File: src/rtl/fifo_write_ctrl.sv
// Write-side controller for a 1024-entry FIFO: write pointer, occupancy and status flags.
// Optional sticky overflow flag enabled by defining FIFO_WR_OVF_EN.
module fifo_write_ctrl #(
  parameter logic [10:0] AF_LEVEL = 11'd1016
) (
  input  logic        clk,
  input  logic        rst_n,
  input  logic        wr,
  input  logic        fifo_rd,
  input  logic        ovf_clr,
  output logic [9:0]  wptr,
  output logic        fifo_we,
  output logic [10:0] fill_level,
  output logic        fifo_full,
  output logic        fifo_empty,
  output logic        fifo_almost_full,
  output logic        fifo_overflow
);

  // Handshake: wr acts as valid and ~fifo_full as ready; a word transfers on
  // every clock where fifo_we (= wr & ~fifo_full) is high. fifo_rd is already
  // qualified upstream but is re-gated here so occupancy never goes below zero.
  logic [9:0]  wptr_q;
  logic [10:0] fill_q;
  logic        rd_ok;

  assign fifo_full        = (fill_q == 11'd1024);
  assign fifo_empty       = (fill_q == 11'd0);
  assign fifo_almost_full = (fill_q >= AF_LEVEL);
  assign fifo_we          = wr & ~fifo_full;
  assign rd_ok            = fifo_rd & ~fifo_empty;
  assign wptr             = wptr_q;
  assign fill_level       = fill_q;

  always_ff @(posedge clk or negedge rst_n) begin
    if (!rst_n) begin
      wptr_q <= 10'd0;
      fill_q <= 11'd0;
    end else begin
      if (fifo_we) begin
        wptr_q <= wptr_q + 10'd1;
      end
      // A simultaneous read and write leaves occupancy unchanged.
      if (fifo_we && !rd_ok) begin
        fill_q <= fill_q + 11'd1;
      end else if (rd_ok && !fifo_we) begin
        fill_q <= fill_q - 11'd1;
      end
    end
  end

`ifdef FIFO_WR_OVF_EN
  logic ovf_q;

  // Set has priority over clear so a clear cannot hide a coincident overflow.
  always_ff @(posedge clk or negedge rst_n) begin
    if (!rst_n) begin
      ovf_q <= 1'b0;
    end else if (wr && fifo_full) begin
      ovf_q <= 1'b1;
    end else if (ovf_clr) begin
      ovf_q <= 1'b0;
    end
  end

  assign fifo_overflow = ovf_q;
`else
  logic unused_ovf_clr;

  assign unused_ovf_clr = ovf_clr;
  assign fifo_overflow  = 1'b0;
`endif

endmodule

File: config.mk
export PLATFORM = sky130hd
export DESIGN_NAME = fifo_write_ctrl
export DESIGN_NICKNAME = d
export VERILOG_FILES = /design/src/rtl/fifo_write_ctrl.sv
export SDC_FILE = /design/constraint.sdc
export NUM_CORES = 1
export LEC_CHECK = 0
export CAP_MARGIN = 20
export CORE_MARGIN = 2
export CORE_UTILIZATION = 30
export CTS_CLUSTER_SIZE = 14
export DETAILED_ROUTE_END_ITERATION = 12
export SYNTH_ARGS = -nofsm -noshare
export SYNTH_HDL_FRONTEND = slang
export SYNTH_SLANG_ARGS = --single-unit
File: constraint.sdc
create_clock -name clk -period 2.8 [get_ports clk]
set_input_delay 0.42 -clock clk [delete_from_list [all_inputs] [get_ports clk]]
set_output_delay 0.42 -clock clk [all_outputs]
set_load 0.01 [all_outputs]
==> out/metrics.csv <==
metric,value,unit
status,finished with violations,
violations,setup timing,
synth_ff_type,dfrtp_1,
critical_path.cell_chain,"nor4_4, buf_4, a41oi_4, ha_4, inv_6, ha_4, nor2b_4, o31a_1, o31ai_4, mux2_4, o2111ai_2",
yosysMostFrequentCell,dfrtp_1,
cts_tree,done,
start_util,0.306,
max_freq,0.351,GHz
diodes,0,
min_path_type,flop to flop,
drive_gt1_frac,0.377,
postCtsHoldBufs,0,
worstPathRequired,2.99,ns
hold_violations,0,
fin_skew,0.00480,ns
crit_slowest_cell,dfrtp_1,
drt_iter0_drc,56,
path_clk_slew,0.08,ns
critical_path_buf_inv_count,2,
layout.nets,238,
p_leak,0.996,nW
drc,0,
regArea,531,µm²
cts_buffers,3,
insertion_delay,0.27,ns
yosys-top-cells-count,"dfrtp_1 (21), nand2_1 (14), ha_1 (11), o21ai_0 (11), nor2_1 (10)",
syn_area,1430,µm²
syn_avg_cell_area,9.63,µm²
setup_viol_count_final,2,
routed_wl,3.90,mm
setup_ws,-0.0518,ns
path_class,flop to flop,
gp_congestion,0.789,
routedWlPerCell,14.2,µm
clock-sinks,21,
grtUsageTotal,0.153,
crit_arrival,3.04,ns
cts_htree_levels,1,
period_share,1.02,
syn_inst,148,
cp_max_fo,5,
yosys.area.top_type,dfrtp_1,
power_density,1110,nW/µm²
end_kind,flop,
vias,1391,
synthArstFlopShare,1.00,
ios,31,
num_rows,25,
cp_top_family,compound AO/OA/AOI/OAI gates,
ys_seq_elements,21,
start_kind,flop,
synth.distinct_cells,40,
area_delta_synth_final,63.8,%
io_buffers,28,
finalMaxSlewViolations,0,
grt_first_pass_wirelength,6.40,mm
core,4660,µm²
die_h,72.9,µm
first_global_vias,1354,
cp_slowest_stage_delay,0.41,ns
via_per_inst,5.08,
synth.area.top_cells,"dfrtp_1 (37%), ha_1 (9.7%), xnor2_1 (4.3%)",
dr.pass1.iters,4,
dieArea,5320,µm²
yosys_warnings,0,
final_area,2330,µm²
n_fill_cell,418,
dpl_cell_area,1990,µm²
drt.antenna.violating_nets,0,
ir_drop,426,µV
synth_edf_count,0,
dpl.hpwl,2.68,mm
root_buffer,clkbuf_8,
multi_input_area,1030,µm²
fp.dieW,72.9,µm
maxCapViolations,0,
cts_buffer_depth,2,
seq_area_frac_synth,0.369,
rsz0062_at_grt,yes,
synth_nets,165,
finalSetupTns,-0.0790,ns
yosysTopAreaCellShare,0.369,
power.total,2.59,mW
antenna_found_initial,0,
finalCriticalPeriod,2.85,ns
grt_max_degree,22,
grt-ovfl-total,0,
critPathMostFrequentCell,ha_4,
kinds of logic after synthesis:
logic type	count (synthesis)	synth area share
DFF	21	0.369
other	1	0.00263
buffers and inverters	13	0.0377
xor gates and xnor gates	13	0.0799
AOI/OAI and AO/OA	39	0.200
muxes	2	0.0158
and+or+nand+nor	47	0.184
adders and majority gates	12	0.111
sequential cells by signal, indices dropped and copies added (netlist names):
signal and flops:
wptr 10, fill_level 11
report_power, final:
group | switching, mW | internal (mW)
logic | 0.812 | 0.975
clock network | 0.106 | 0.0994
registers | 0.163 | 0.439
timing repair:
item / CTS / global route
pin swaps: 8 / 6
resized for setup: 11 / 27
buffers inserted: 9 / 5
gates cloned: 1 / 0
hold endpoints to repair: 0 / 0
setup endpoints to repair: 4 / 6
layout make-up:
| cell class | count | area share |
|---|---|---|
| Clock inverter | 1 | 0.00214 |
| Timing Repair Buffer | 71 | 0.266 |
| Inverter | 9 | 0.0166 |
| Timing Repair inverter | 1 | 0.00161 |
| Sequential cell | 21 | 0.227 |
| Multi-Input combinational cell | 114 | 0.440 |
| Tap cell | 54 | 0.0289 |
| Clock buffer | 3 | 0.0177 |
cells in the final DEF, fill, tap and decap left out, drive strengths merged, types with 2 or more instances in the layout:
master / Yosys / layout
nor4: 2 / 2
o31ai: 2 / 2
a31oi: 2 / 2
nor3: 3 / 3
ha: 11 / 11
nand3: 8 / 8
buf: 3 / 43
mux2: 2 / 2
nand4: 2 / 2
clkdlybuf4s50: 0 / 26
o2111ai: 2 / 2
xor2: 6 / 6
clkbuf: 1 / 3
and4: 2 / 2
nor2: 10 / 10
o21a: 4 / 4
xnor2: 7 / 7
inv: 9 / 10
a21oi: 8 / 8
nand2: 14 / 14
a21o: 2 / 2
and3: 5 / 5
o21ai: 11 / 11
dfrtp: 21 / 21
per-layer routing:
| layer | GRT usage | vias to the layer above | share of wire |
|---|---|---|---|
| met2 | 0.282 | 45 | 0.51 |
| met3 | 0.0180 | 5 | 0.037 |
| met1 | 0.188 | 666 | 0.44 |
| li1 | - | 675 | - |
| met5 | 0 | - | 0 |
| met4 | 0.0370 | 0 | 0.0092 |
worst paths after layout:
check                                               start                          to  slack [ns]  depth (start not counted)
worst max-delay path            fill_level[7]$_DFFE_PN0P_  fill_level[10]$_DFFE_PN0P_       -0.05                         11
worst min-delay path                  wptr[9]$_DFFE_PN0P_         wptr[9]$_DFFE_PN0P_        0.47                          1
worst max register to register  fill_level[7]$_DFFE_PN0P_  fill_level[10]$_DFFE_PN0P_       -0.05                         11
max in group asynchronous                           rst_n   fill_level[0]$_DFFE_PN0P_        2.06                          2
worst min register to register        wptr[9]$_DFFE_PN0P_         wptr[9]$_DFFE_PN0P_        0.47                          1
min in group asynchronous                           rst_n         wptr[4]$_DFFE_PN0P_        0.50                          2
metrics by stage:
step / setup WS [ns] / hold WS [ns] / instances / util
6_report: -0.0518 / 0.472 / 274 / 0.501
5_1_grt: -0.135 / 0.518 / 274 / 0.501
4_1_cts: -0.0293 / 0.478 / 269 / 0.460
3_5_place_dp: -0.101 / 0.463 / 255 / 0.427
3_3_place_gp: -0.0742 / 0.460 / 255 / 0.427
2_1_floorplan: 0.0167 / 0.124 / 148 / -
Power figures use the tool's default switching activity.
